### src/rtl/fetch_queue_pkg.sv
// Shared definitions for the fetch front end: opcodes, compressed-quadrant codes, FIFO entry.
// Latency: n/a (package only).
// Backpressure: n/a (package only).
package fetch_queue_pkg;

    // 32-bit base opcodes that redirect control flow
    localparam logic [6:0] OPC_JAL    = 7'b1101111;
    localparam logic [6:0] OPC_JALR   = 7'b1100111;
    localparam logic [6:0] OPC_BRANCH = 7'b1100011;

    // Compressed quadrants (inst[1:0])
    localparam logic [1:0] CQ_C1 = 2'b01;
    localparam logic [1:0] CQ_C2 = 2'b10;

    // Quadrant-1 funct3 codes (RV32: 001 is c.jal)
    localparam logic [2:0] C1_F3_JAL  = 3'b001;
    localparam logic [2:0] C1_F3_J    = 3'b101;
    localparam logic [2:0] C1_F3_BEQZ = 3'b110;
    localparam logic [2:0] C1_F3_BNEZ = 3'b111;

    // Quadrant-2 funct3 shared by c.jr / c.jalr / c.mv / c.add / c.ebreak
    localparam logic [2:0] C2_F3_JR   = 3'b100;

    // Two-bit counter reset value: weakly not-taken
    localparam logic [1:0] BHT_INIT = 2'b01;

    typedef enum logic [1:0] {
        CF_NONE     = 2'd0,
        CF_JUMP     = 2'd1,
        CF_BRANCH   = 2'd2,
        CF_INDIRECT = 2'd3
    } cf_kind_t;

    typedef struct packed {
        logic [31:0] inst;
        logic        is_c;
        logic [31:0] addr;
        logic [31:0] pred_addr;
        logic        pred_taken;
    } fq_entry_t;

    localparam int FQ_ENTRY_W = $bits(fq_entry_t);

    // Saturating 2-bit counter step
    function automatic logic [1:0] sat_update(input logic [1:0] ctr, input logic taken);
        logic [1:0] res;
        res = ctr;
        if (taken && ctr != 2'b11) begin
            res = ctr + 2'b01;
        end else if (!taken && ctr != 2'b00) begin
            res = ctr - 2'b01;
        end
        return res;
    endfunction

endpackage

### src/rtl/fetch_queue_bht.sv
// Branch history table of 2-bit saturating counters, one combinational read, one update port.
// Latency: read is combinational; an update at edge N is visible to reads from cycle N+1.
// Backpressure: none; updates are dropped only while rdy_in is low (state hold).
//
// Ports: clk_in/rst_in clock and async active-low reset, rdy_in global hold,
//        rd_idx/rd_ctr lookup, upd_vld/upd_idx/upd_taken training.
module fetch_queue_bht
    import fetch_queue_pkg::*;
#(
    parameter int unsigned BHT_ENTRIES = 64
) (
    input  logic                           clk_in,
    input  logic                           rst_in,
    input  logic                           rdy_in,
    input  logic [$clog2(BHT_ENTRIES)-1:0] rd_idx,
    output logic [1:0]                     rd_ctr,
    input  logic                           upd_vld,
    input  logic [$clog2(BHT_ENTRIES)-1:0] upd_idx,
    input  logic                           upd_taken
);

    logic [1:0] ctr [BHT_ENTRIES];

    // Same-cycle read of an index being updated returns the old value
    assign rd_ctr = ctr[rd_idx];

    always_ff @(posedge clk_in or negedge rst_in) begin
        if (!rst_in) begin
            for (int i = 0; i < int'(BHT_ENTRIES); i++) begin
                ctr[i] <= BHT_INIT;
            end
        end else if (rdy_in && upd_vld) begin
            ctr[upd_idx] <= sat_update(ctr[upd_idx], upd_taken);
        end
    end

endmodule

### src/rtl/fetch_queue.sv
// Fetch front end: issues fetches, predecodes control flow with a BHT, buffers entries for decode.
// Latency: an instruction accepted at edge N is at the FIFO head (if empty) in cycle N+1.
// Backpressure: if_enable drops when the FIFO is full, after a jalr (until melt) or on clear.
//
// Ports: clk_in/rst_in clock and async active-low reset; rdy_in freezes all state when low.
//        clear/corr_jump_addr flush and redirect; melt/melt_addr release a jalr freeze.
//        if_enable/if_addr fetch request; inst_ready/is_c/inst_val memory return.
//        upd_valid/upd_addr/upd_taken BHT training; out_* FIFO head; deq pop; count occupancy.
module fetch_queue
    import fetch_queue_pkg::*;
#(
    parameter int unsigned QUEUE_DEPTH = 8,
    parameter int unsigned BHT_ENTRIES = 64,
    parameter logic [31:0] RESET_PC    = 32'h0
) (
    input  logic                         clk_in,
    input  logic                         rst_in,
    input  logic                         rdy_in,
    input  logic                         clear,
    input  logic [31:0]                  corr_jump_addr,
    input  logic                         melt,
    input  logic [31:0]                  melt_addr,
    output logic                         if_enable,
    output logic [31:0]                  if_addr,
    input  logic                         inst_ready,
    input  logic                         is_c,
    input  logic [31:0]                  inst_val,
    input  logic                         upd_valid,
    input  logic [31:0]                  upd_addr,
    input  logic                         upd_taken,
    output logic                         out_valid,
    output logic [31:0]                  out_inst,
    output logic                         out_is_c,
    output logic [31:0]                  out_addr,
    output logic [31:0]                  out_pred_addr,
    output logic                         out_pred_taken,
    input  logic                         deq,
    output logic [$clog2(QUEUE_DEPTH):0] count
);

    localparam int PTR_W = $clog2(QUEUE_DEPTH);
    localparam int CNT_W = PTR_W + 1;
    localparam int IDX_W = $clog2(BHT_ENTRIES);
    localparam logic [CNT_W-1:0] FULL_CNT = CNT_W'(QUEUE_DEPTH);

    logic [31:0]           pc;
    logic                  frozen;
    logic [PTR_W-1:0]      head;
    logic [PTR_W-1:0]      tail;
    logic [FQ_ENTRY_W-1:0] mem [QUEUE_DEPTH];

    logic                  accept;
    logic                  deq_fire;

    // ------------------------------------------------------------------
    // Fetch request: only registered state and clear feed if_enable, so a
    // full queue blocks accept even when the decoder pops in the same cycle.
    // ------------------------------------------------------------------
    assign if_enable = !frozen && (count < FULL_CNT) && !clear;
    assign if_addr   = pc;
    assign accept    = rdy_in && inst_ready && if_enable;
    assign out_valid = (count != '0);
    assign deq_fire  = rdy_in && !clear && deq && out_valid;

    // ------------------------------------------------------------------
    // Predecode
    // ------------------------------------------------------------------
    logic [31:0] imm_j;
    logic [31:0] imm_b;
    logic [31:0] imm_cj;
    logic [31:0] imm_cb;
    cf_kind_t    cf_kind;
    logic [31:0] offset;
    logic [31:0] seq_next;
    logic [31:0] tgt_addr;
    logic [31:0] pred_addr;
    logic        pred_taken;
    logic [1:0]  bht_ctr;

    assign imm_j  = {{12{inst_val[31]}}, inst_val[19:12], inst_val[20], inst_val[30:21], 1'b0};
    assign imm_b  = {{20{inst_val[31]}}, inst_val[7], inst_val[30:25], inst_val[11:8], 1'b0};
    assign imm_cj = {{21{inst_val[12]}}, inst_val[8], inst_val[10:9], inst_val[6], inst_val[7],
                     inst_val[2], inst_val[11], inst_val[5:3], 1'b0};
    assign imm_cb = {{24{inst_val[12]}}, inst_val[6:5], inst_val[2], inst_val[11:10],
                     inst_val[4:3], 1'b0};

    always_comb begin
        cf_kind = CF_NONE;
        offset  = 32'd0;
        if (is_c) begin
            if (inst_val[1:0] == CQ_C1) begin
                case (inst_val[15:13])
                    C1_F3_J, C1_F3_JAL: begin
                        cf_kind = CF_JUMP;
                        offset  = imm_cj;
                    end
                    C1_F3_BEQZ, C1_F3_BNEZ: begin
                        cf_kind = CF_BRANCH;
                        offset  = imm_cb;
                    end
                    default: begin
                        cf_kind = CF_NONE;
                    end
                endcase
            end else if (inst_val[1:0] == CQ_C2 && inst_val[15:13] == C2_F3_JR &&
                         inst_val[11:7] != 5'd0 && inst_val[6:2] == 5'd0) begin
                // c.jr (bit12=0) and c.jalr (bit12=1); rs1=0 would be reserved/c.ebreak
                cf_kind = CF_INDIRECT;
            end
        end else begin
            case (inst_val[6:0])
                OPC_JAL: begin
                    cf_kind = CF_JUMP;
                    offset  = imm_j;
                end
                OPC_JALR: begin
                    cf_kind = CF_INDIRECT;
                end
                OPC_BRANCH: begin
                    cf_kind = CF_BRANCH;
                    offset  = imm_b;
                end
                default: begin
                    cf_kind = CF_NONE;
                end
            endcase
        end
    end

    assign seq_next   = pc + (is_c ? 32'd2 : 32'd4);
    assign tgt_addr   = pc + offset;
    assign pred_taken = (cf_kind == CF_JUMP) || ((cf_kind == CF_BRANCH) && bht_ctr[1]);
    assign pred_addr  = pred_taken ? tgt_addr : seq_next;

    fetch_queue_bht #(
        .BHT_ENTRIES (BHT_ENTRIES)
    ) u_bht (
        .clk_in    (clk_in),
        .rst_in    (rst_in),
        .rdy_in    (rdy_in),
        .rd_idx    (pc[IDX_W:1]),
        .rd_ctr    (bht_ctr),
        .upd_vld   (upd_valid),
        .upd_idx   (upd_addr[IDX_W:1]),
        .upd_taken (upd_taken)
    );

    // Only the index bits of upd_addr and the direction bit of the counter matter
    logic unused_bits;
    assign unused_bits = ^{upd_addr[31:IDX_W+1], upd_addr[0], bht_ctr[0]};

    // ------------------------------------------------------------------
    // PC and freeze. clear beats melt beats accept.
    // ------------------------------------------------------------------
    always_ff @(posedge clk_in or negedge rst_in) begin
        if (!rst_in) begin
            pc     <= RESET_PC;
            frozen <= 1'b0;
        end else if (rdy_in) begin
            if (clear) begin
                pc     <= corr_jump_addr;
                frozen <= 1'b0;
            end else if (melt) begin
                pc     <= melt_addr;
                frozen <= 1'b0;
            end else if (accept) begin
                pc <= pred_addr;
                // Indirect target is unknown until the ROB resolves it
                if (cf_kind == CF_INDIRECT) begin
                    frozen <= 1'b1;
                end
            end
        end
    end

    // ------------------------------------------------------------------
    // FIFO pointers and occupancy
    // ------------------------------------------------------------------
    always_ff @(posedge clk_in or negedge rst_in) begin
        if (!rst_in) begin
            head  <= '0;
            tail  <= '0;
            count <= '0;
        end else if (rdy_in) begin
            if (clear) begin
                head  <= '0;
                tail  <= '0;
                count <= '0;
            end else begin
                if (accept) begin
                    tail <= tail + PTR_W'(1);
                end
                if (deq_fire) begin
                    head <= head + PTR_W'(1);
                end
                case ({accept, deq_fire})
                    2'b10:   count <= count + CNT_W'(1);
                    2'b01:   count <= count - CNT_W'(1);
                    default: count <= count;
                endcase
            end
        end
    end

    // Storage has no reset; the head read is masked by out_valid instead
    fq_entry_t wr_ent;
    assign wr_ent = '{inst: inst_val, is_c: is_c, addr: pc, pred_addr: pred_addr,
                      pred_taken: pred_taken};

    always_ff @(posedge clk_in) begin
        if (accept) begin
            mem[tail] <= wr_ent;
        end
    end

    fq_entry_t head_ent;
    assign head_ent = out_valid ? fq_entry_t'(mem[head]) : '0;

    assign out_inst       = head_ent.inst;
    assign out_is_c       = head_ent.is_c;
    assign out_addr       = head_ent.addr;
    assign out_pred_addr  = head_ent.pred_addr;
    assign out_pred_taken = head_ent.pred_taken;

endmodule

### config.mk
export PLATFORM = sky130hd
export DESIGN_NAME = fetch_queue
export DESIGN_NICKNAME = d
export VERILOG_FILES = /design/src/rtl/fetch_queue_pkg.sv /design/src/rtl/fetch_queue_bht.sv /design/src/rtl/fetch_queue.sv
export SDC_FILE = /design/constraint.sdc
export NUM_CORES = 1
export LEC_CHECK = 0
export ABC_AREA = 1
export ABC_CLOCK_PERIOD_IN_PS = 10800
export CAP_MARGIN = 25
export CORE_AREA = 8 8 298 300
export DETAILED_ROUTE_END_ITERATION = 6
export DIE_AREA = 0 0 306 308
export PLACE_DENSITY = 0.69
export SLEW_MARGIN = 5
export SYNTH_ARGS = -nofsm -noshare
export SYNTH_HDL_FRONTEND = slang
export SYNTH_SLANG_ARGS = --single-unit
export TNS_END_PERCENT = 20
### constraint.sdc
create_clock -name clk_in -period 10.8 [get_ports clk_in]
set_input_delay 2.16 -clock clk_in [delete_from_list [all_inputs] [get_ports clk_in]]
set_output_delay 2.16 -clock clk_in [all_outputs]
set_load 0.005 [all_outputs]
# ---- Word level (Yosys, flattened, before mapping)
# Memory sizes are Yosys's and may differ from the RTL's.
# Cells that the tools add are included.
dict set report totals {
  ff_bits 171
  ram_bits 784
  output_inout_bits 136
  elab_cells 174
  mem_count 1
}
dict set report classes {
  addsub 8
  n_lt_le_gt_ge 4
  n_eq_ne 16
  n_mux 39
  n_bitwise 2
  reduce_logical 35
}
# memory words width read_ports rd_ports_with_merged_regs write_ports line_no
set mem_list {}
lappend mem_list {mem 8 98 1 0 1 fetch_queue.sv:50} ;# logic [FQ_ENTRY_W-1:0] mem [QUEUE_DEPTH];
# cell count
set ops {}
lappend ops {{$mux 32} 6}
lappend ops {{$bwmux 128} 1}
lappend ops {{$pmux 32 s2} 2}
lappend ops {{$mux 98} 1}
lappend ops {{$add 32x3->32} 1}
lappend ops {{$add 32x32->32} 1}
lappend ops {{$bmux 2 s6} 2}
lappend ops {{$mux 2} 11}
lappend ops {{$eq 7x7->1 const B} 3}
lappend ops {{$logic_and 1x1->1} 15}
lappend ops {{$mux 3} 5}
lappend ops {{$ge 7x7->1 const B} 2}
lappend ops {{$not 6->7} 2}
lappend ops {{$demux 2 s6} 1}
lappend ops {{$eq 3x3->1 const B} 4}
lappend ops {{$reduce_bool 3->1} 3}
lappend ops {{$eq 2x2->1 const B} 4}
lappend ops {{$pmux 4 s2} 1}
lappend ops {{$reduce_and 2->1} 4}
lappend ops {{$lt 7x1->1 const B} 1}
lappend ops {{$add 3x1->3 const B} 2}
lappend ops {{$eq 2x1->1 const B} 3}
lappend ops {{$mux 1} 6}
lappend ops {{$pmux 2 s3} 1}
lappend ops {{other kinds (17)} 22}

# ---- Depth between registers and ports, before layout
# Gate-level depths: netlist of run 1.
dict set report depth {
  word_depth 14
  ltp_mapped 33
}

# ---- Cells and area by module
# From an unflattened synthesis of run 1, not the netlist that was laid out.
dict set report unflattened {
  hier_cells 4273
  area_unflattened_um2 43241.5
}
# module n_inst cells_per_inst area_each_um2
set by_module_without_submodules {}
lappend by_module_without_submodules {fetch_queue 1 2911 34615.7}
lappend by_module_without_submodules {fetch_queue_bht 1 1362 8625.8}

# ---- Worst setup path before layout of run 1
# No wires, ideal clock.
dict set report synth_timing {
  path_type {input -> register}
  start {input clear}
  end {memory mem[6][0] (netlist name) (enable)}
  t_arrival_ns 9.593
  required_time_ns 10.128
  path_slack_ns 0.534
  stages 6
  n_path_buf 1
  path_cell_list {clkbuf_1 nor3_1 nand3_1 inv_1 nand2_1 nor3_1}
}
dict set report synth_via {
  elab_chain_len 5
}
# item line_no
set synth_rtl {}
lappend synth_rtl {{from (decl)} fetch_queue.sv:19} ;# input logic clear,
lappend synth_rtl {{$logic_not 1->1} fetch_queue.sv:59} ;# assign if_enable = !frozen && (count < FULL_CNT) && !clear;
lappend synth_rtl {{$logic_and 1x1->1} fetch_queue.sv:59}
lappend synth_rtl {{net if_enable} fetch_queue.sv:23} ;# output logic if_enable,
lappend synth_rtl {{$logic_and 1x1->1} fetch_queue.sv:61} ;# assign accept = rdy_in && inst_ready && if_enable;
lappend synth_rtl {{$mux 1} fetch_queue.sv:211} ;# if (accept) begin
lappend synth_rtl {{$mux 1 (not written as such)} fetch_queue.sv:212} ;# mem[tail] <= wr_ent;
lappend synth_rtl {{to (decl)} fetch_queue.sv:50}
# The timed path passes the listed nets, and every way through them passes these cells.

# ---- Worst setup path after layout of run 1
dict set report layout_timing {
  start {input is_c}
  end {register pc[29], in the netlist if_addr[29]}
}
dict set report layout_via {
  elab_chain_len 8
}
# item line_no
set layout_rtl {}
lappend layout_rtl {{from (decl)} fetch_queue.sv:26} ;# input logic is_c,
lappend layout_rtl {{$mux 2 (*)} fetch_queue.sv:90} ;# if (is_c) begin
lappend layout_rtl {{$eq 2x2->1} fetch_queue.sv:132} ;# assign pred_taken = (cf_kind == CF_JUMP) || ((cf_kind == CF_BRANCH) && bht_ctr[1]);
lappend layout_rtl {{$logic_and 1x1->1} fetch_queue.sv:132}
lappend layout_rtl {{$logic_or 1x1->1 (*)} fetch_queue.sv:132}
lappend layout_rtl {{net pred_taken} fetch_queue.sv:77} ;# logic pred_taken;
lappend layout_rtl {{$mux 32 (*)} fetch_queue.sv:133} ;# assign pred_addr = pred_taken ? tgt_addr : seq_next;
lappend layout_rtl {{net pred_addr[29]} fetch_queue.sv:76} ;# logic [31:0] pred_addr;
lappend layout_rtl {{$mux 32 (*)} fetch_queue.sv:166} ;# end else if (accept) begin
lappend layout_rtl {{$mux 32 (*)} fetch_queue.sv:163} ;# end else if (melt) begin
lappend layout_rtl {{$mux 32 (*)} fetch_queue.sv:160} ;# if (clear) begin
lappend layout_rtl {{to (signal assigned)} fetch_queue.sv:161} ;# pc <= corr_jump_addr;
lappend layout_rtl {{to (signal assigned)} fetch_queue.sv:164} ;# pc <= melt_addr;
lappend layout_rtl {{to (signal assigned)} fetch_queue.sv:167} ;# pc <= pred_addr;
lappend layout_rtl {{to (decl)} fetch_queue.sv:46} ;# logic [31:0] pc;
# Mark *: on every way through the listed nets, which the timed path passes. The rest lies on a longest branch. The select of a mux whose other input is x is not followed.
# A chain may end at the register's enable or synchronous reset.

==> results.md, run 1 <==
- Syn nets: between 4000 and 5000
- Vias in the first global route: 30009
- Hold Vio Cnt, Final: 0
- Leading area contributor after synthesis: edfxtp_1
- CP max FO: 16
- FMAX: 129.4 MHz
- Drt total wl: 120.5 mm
- Worst setup SP type: primary input
- Worst EP arrival: slightly above 8 ns
- DRT Pass-1 Iters: 6
- Post-synthesis cell count: 3963
- Worst slew margin: 27.64%
- # hold bufs at CTS: 0
- Port buffer count: 247
- Unique masters post-synth: 53
- Core area: ~84000 µm²
- Max_cap viols: 0
- Synth-to-layout area growth: 16.29%
- Top Ports: 274
- Worst-path clk slew: 0.06 ns
- DRC: 0
- Die Span Y: 308 µm
- Syn avg cell area: about 11 µm²
- DR iter-0 viols: 3293
- Antenna Violating Nets Remaining: 0
- Outcome: finished, final reports clean
- Tot GR Track Use: 24.90%
- Std cell rows: 107
- Total number of vias: about 31000
- Worst-Skew Late Latency: 0.67 ns
- Leak Pwr: 17.43 nW
- EDFF count, synth: 776
- Main area contributors after synthesis: edfxtp_1, nor2_1, dfrtp_1, o21ai_0, nand2_1
- Setup TNS Final: 0 ns
- Grt ovf: 0
- Power Density: 223.3 nW/µm²
- Main synth FF type: edfxtp_1
- Initial core utilization: around half
- Hold path cells: 2
- First-pass GRT wire length: ~180 mm
- Root Driver: clkbuf_16
- Least-Margin Pin Slew: 1.085 ns
- Htree depth: 3
- Detailed-route wire length per cell: 22.70 µm
- Ys Warns: 0
- Endpoint class of the critical path: register
- Max clock buf depth: 3
- Pin count of the biggest net entering global routing: about 240
- Number of synthesized register bits: 947
- Post-synthesis sequential area ratio: 66.26%
- Crit Path Class: primary input to register
- Gp weighted congestion: between 0.9 and 1
- Min cycle time layout: 7.726 ns
- VDD IR max: 0.0001622 V
- Post-CTS Setup Inserts: 0
- Vias/cell: 5.866
- RSZ-0062 raised after global routing: false
- Most frequent cell after synthesis: edfxtp_1
- Fillcell total: roughly 6800
- Period utilization: 71.54%
- Total die area: 94250 µm²
- Worst r2r path cells: 30
- Top cells by count, synth: edfxtp_1, nor2_1, nand2_1, o21ai_0
- CTS buffer count: 96
- Asr flop ratio synth: 18.06%
- Setup Skew: 0.03323 ns
- DP HPWL: slightly above 70 mm
- Die W: 306 µm
- # nets final: 4314
- Synthesized area: 41750 µm²
- WP data required: 11.39 ns
- Hold/Removal Path Class: register to register
- Layout cells sized above 1: 7.351%
- Slew Viols, Final: 0
- Initial antenna violation count: 3
- Post-CTS resize count: 0
- Synth top area share: about 56%
- Final setup fails: 0
- Hold slack: 0.4700 ns
- Clock Sinks: 947
- CTS tree: yes
cell type report:
class	instances	area (µm²)	area share [%]
Inverter	225	863.3	1.778
Antenna cell	1	2.502	0.005154
Tap cell	1090	1364	2.809
Timing Repair Buffer	302	2962	6.100
Clock buffer	121	2599	5.353
Clock inverter	56	721.9	1.487
Multi-Input combinational cell	2566	12370	25.48
Sequential cell	947	27670	56.99
metal layers:
| metal | global-route usage, % | vias to the layer above | part of all wire [%] |
|---|---|---|---|
| li1 | - | 14322 | - |
| met1 | 33.30 | 15207 | 40 |
| met2 | 40.69 | 1403 | 48 |
| met3 | 5.039 | 203 | 9.2 |
| met4 | 8.445 | 0 | 3.1 |
| met5 | 0 | - | 0 |
critical path, cell delays in order:
cell             delay, ns
clkdlybuf4s50_1       0.90
clkinv_1              0.57
nor2_2                0.49
a22oi_1               0.20
nor2_1                0.14
nand3_1               0.10
nand2_2               0.27
clkinv_1              0.32
o21ai_0               0.25
o31ai_1               0.11
inv_1                 0.13
fa_1                  0.22
nand2_1               0.06
nand2_1               0.06
o21ai_0               0.12
o21ai_1               0.43
nand2_1               0.09
nand2_1               0.15
inv_1                 0.05
o21ai_1               0.30
nand4_1               0.14
nand2_1               0.15
xor2_1                0.58
nand2_1               0.12
a21oi_1               0.18
power by group:
part | switching (mW) | total [mW] | internal [mW]
Clock | 1.43 | 3.46 | 2.03
Sequential | 0.156 | 4.40 | 4.24
Combinational | 1.86 | 2.98 | 1.12
stage by stage:
| step | setup slack [ns] | total power [mW] | instance area, µm² | cells | utilization [%] |
|---|---|---|---|---|---|
| floorplan | 0.5343 | 5.927 | 41750 | 3963 | - |
| global placement | 2.672 | 7.406 | 45150 | 5126 | 53.62 |
| detailed placement | 2.648 | 7.449 | 45200 | 5129 | 53.67 |
| CTS | 3.293 | 10.88 | 48520 | 5306 | 57.62 |
| global route | 2.560 | 11.31 | 48550 | 5308 | 57.65 |
| finish | 3.074 | 10.84 | 48550 | 5308 | 57.65 |
layout by cell type (no fill, tap or decap), types with 13 or more instances in the layout:
| cell | count |
|---|---|
| xor2_1 | 22 |
| a221oi_1 | 25 |
| dfrtp_1 | 105 |
| nor2_1 | 730 |
| a31oi_1 | 99 |
| bufinv_16 | 13 |
| nand2_1 | 564 |
| edfxtp_1 | 776 |
| ha_1 | 36 |
| clkbuf_16 | 98 |
| o21ai_0 | 522 |
| a22oi_1 | 15 |
| a21oi_1 | 78 |
| nand4_1 | 15 |
| clkbuf_1 | 17 |
| clkinv_2 | 20 |
| inv_1 | 211 |
| clkdlybuf4s50_1 | 245 |
| clkinv_1 | 13 |
| nand3_1 | 214 |
| nor3_1 | 36 |
| o22ai_1 | 110 |
| buf_4 | 48 |
| dfstp_2 | 64 |
| a41oi_1 | 17 |
cell families after synthesis:
family,synth area share (%)
AOI/OAI and AO/OA,12.27
xor gates and xnor gates,0.6084
adders and majority gates,1.175
buffers and inverters,4.280
DFF,66.26
and+or+nand+nor,15.41
sequential cells by signal (all words and copies together) (netlist names):
signal,count
mem,776
head,3
tail,3
frozen,1
count,4
if_addr,32
u_bht.ctr,128
path summary, 6_finish.rpt:
kind	from	endpoint	slack, ns
worst min-delay path	u_bht.ctr[98]$_DFFE_PN1P_	u_bht.ctr[98]$_DFFE_PN1P_	0.47
max in group asynchronous	rst_in	head[1]$_DFFE_PN0P_	8.08
worst max register to register	if_addr[1]$_DFFE_PN0P_	if_addr[29]$_DFFE_PN0P_	4.70
worst min register to register	u_bht.ctr[98]$_DFFE_PN1P_	u_bht.ctr[98]$_DFFE_PN1P_	0.47
worst max-delay path	is_c	if_addr[29]$_DFFE_PN0P_	3.07
min in group asynchronous	rst_in	u_bht.ctr[5]$_DFFE_PN0P_	1.41
Power figures use the tool's default switching activity.
==> inputs of run 2 (changes only) <==
ABC_CLOCK_PERIOD_IN_PS = 7600   (was 10800)
clock period = 7.6 ns   (was 10.8 ns; I/O delays follow)
==> results.md, run 2 (synthesis gave the netlist of run 1 again) <==
- Hold path cells: 2
- Max clock buf depth: 3
- RSZ-0062 raised after global routing: false
- Tot Pwr: between 15 and 20 mW
- Setup Skew: 0.03899 ns
- DRT Pass-1 Iters: 6
- FMAX: 151.4 MHz
- First-pass GRT wire length: between 150 and 200 mm
- Max_cap viols: 0
- Vias/cell: 5.849
- Worst-path clk slew: approximately 0.060 ns
- Vias in the first global route: about 30000
- DP HPWL: 71.63 mm
- Endpoint class of the critical path: register
- Hold Vio Cnt, Final: 0
- Top Ports: ~270
- Port buffer count: about 250
- Commonest non-fill, non-tap cell in the layout: edfxtp_1
- Max reg flops: ~780
- Slew Viols, Final: 0
- Antenna Violating Nets Remaining: 0
- Routed wl met2: 56.13 mm
- Pre-CTS WS: 0.5646 ns
- # nets final: ~4300
- Worst r2r path cells: 23
- Internal: 10.37 mW
- Fillcell total: 6895
- Most frequent cells in the layout: edfxtp_1, nor2_1, nand2_1
- Min cycle time layout: 6.604 ns
- Outcome: finished, final reports clean
- VDD IR max: ~0.00019 V
- Core area: 84210 µm²
- Pin count of the biggest net entering global routing: 199
- Least-Margin Pin Slew: 1.062 ns
- Met1 WL: 47.79 mm
- Power Density: 313.2 nW/µm²
- Leak Pwr: 17.39 nW
- Post-CTS resize count: 0
- Hold/Removal Path Class: register to register
- Final setup fails: 0
- Initial antenna violation count: 3
- Die Span Y: about 310 µm
- WP data required: between 8 and 9 ns
- Sw power: 4.819 mW
- Worst-Skew Late Latency: between 0.6 and 0.7 ns
- Period utilization: 86.89%
- Worst reg2reg setup slack: 1.65 ns
- Seq pwr share: about two fifths
- CTS tree: yes
- Layout cells sized above 1: 7.133%
- Clock Sinks: between 900 and 1000
- Synth-to-layout area growth: 16.11%
- Worst EP arrival: around 7.2 ns
- Htree depth: 3
- Root Driver: clkbuf_16
- Post-CTS Setup Inserts: 0
- Routed met3 length: 10.86 mm
- Clk pwr share: 30.8%
- Switch share: 31.74%
- # hold bufs at CTS: 0
- Combinational power share: 28.1%
- DR iter-0 viols: 3204
- Final Worst Setup Slack: between 0.9 and 1 ns
- Ant diodes: 0
- CP max FO: 16
- Die W: ~310 µm
- Initial core utilization: 49.58%
- Grt ovf: 0
- Worst setup SP type: primary input
- DRC: 0
- Setup TNS Final: 0 ns
- DR top layer: met5
- Final instance area: 48480 µm²
- Total number of vias: 31057
- Drt total wl: 119.0 mm
- Gp weighted congestion: between 0.9 and 1
- Tot GR Track Use: around a quarter
- Std cell rows: 107
- Detailed-route wire length per cell: between 20 and 25 µm
- Largest Register: mem
- Worst slew margin: 29.17%
- Total die area: 94250 µm²
- CTS buffer count: 97
- Crit Path Class: primary input to register
- DP Area: 45320 µm²
==> run 2: final timing paths <==
check	start	endpoint
setup reg to reg	if_addr[1]$_DFFE_PN0P_	if_addr[18]$_DFFE_PN0P_
max in group asynchronous	rst_in	head[0]$_DFFE_PN0P_
setup / recovery	is_c	if_addr[18]$_DFFE_PN0P_
hold reg to reg	u_bht.ctr[122]$_DFFE_PN1P_	u_bht.ctr[122]$_DFFE_PN1P_
min in group asynchronous	rst_in	u_bht.ctr[1]$_DFFE_PN0P_
hold / removal	u_bht.ctr[122]$_DFFE_PN1P_	u_bht.ctr[122]$_DFFE_PN1P_
==> run 2: layout make-up <==
class                   count  area (µm²)  share of cell area, %
clock inverters            50       470.5                 0.9705
flip-flops and latches    947       27670                  57.08
inverters                 225       863.3                  1.781
well taps                1090        1364                  2.813
multi-input cells        2566       12380                  25.54
repair buffers            306        3069                  6.331
clock buffers             126        2660                  5.487
==> run 2: critical path: stages <==
cell and delay [ns]:
clkdlybuf4s50_1 0.46, buf_4 0.23, clkinv_1 0.38, nor2_2 0.46, a22oi_1 0.20, nor2_1 0.15
nand3_1 0.10, nand2_2 0.25, clkinv_1 0.29, o31ai_1 0.28, inv_1 0.12, ha_1 0.29
nand2_1 0.05, nand2_1 0.06, o21ai_0 0.12, o21ai_1 0.34, a21boi_0 0.21, o21ai_0 0.55
a21oi_1 0.20, xor2_1 0.60, nand2_1 0.12, a21oi_1 0.16
==> run 2: power by group through the flow <==
stage	Combinational [mW]	Sequential [mW]	Clock (mW)
final	4.26	6.25	4.67
after global routing	4.63	6.27	4.93
after CTS	4.26	6.25	4.73
after detailed placement	4.25	6.35	0
after global placement	4.20	6.35	0
after floorplan	2.16	6.26	0
==> run 2: layer usage <==
layer	up-vias	GRT usage, %
met5	-	0
met4	2	8.895
met3	242	4.683
met2	1419	39.89
met1	15060	32.72
li1	14334	-
==> run 2: through the flow <==
stage | utilization, % | cells | hold WS (ns)
after floorplan | - | 3963 | 0.4463
after global placement | 53.79 | 5132 | 0.4526
after detailed placement | 53.81 | 5133 | 0.4567
after CTS | 57.53 | 5309 | 0.4672
after global routing | 57.57 | 5310 | 0.4841
final | 57.57 | 5310 | 0.4671
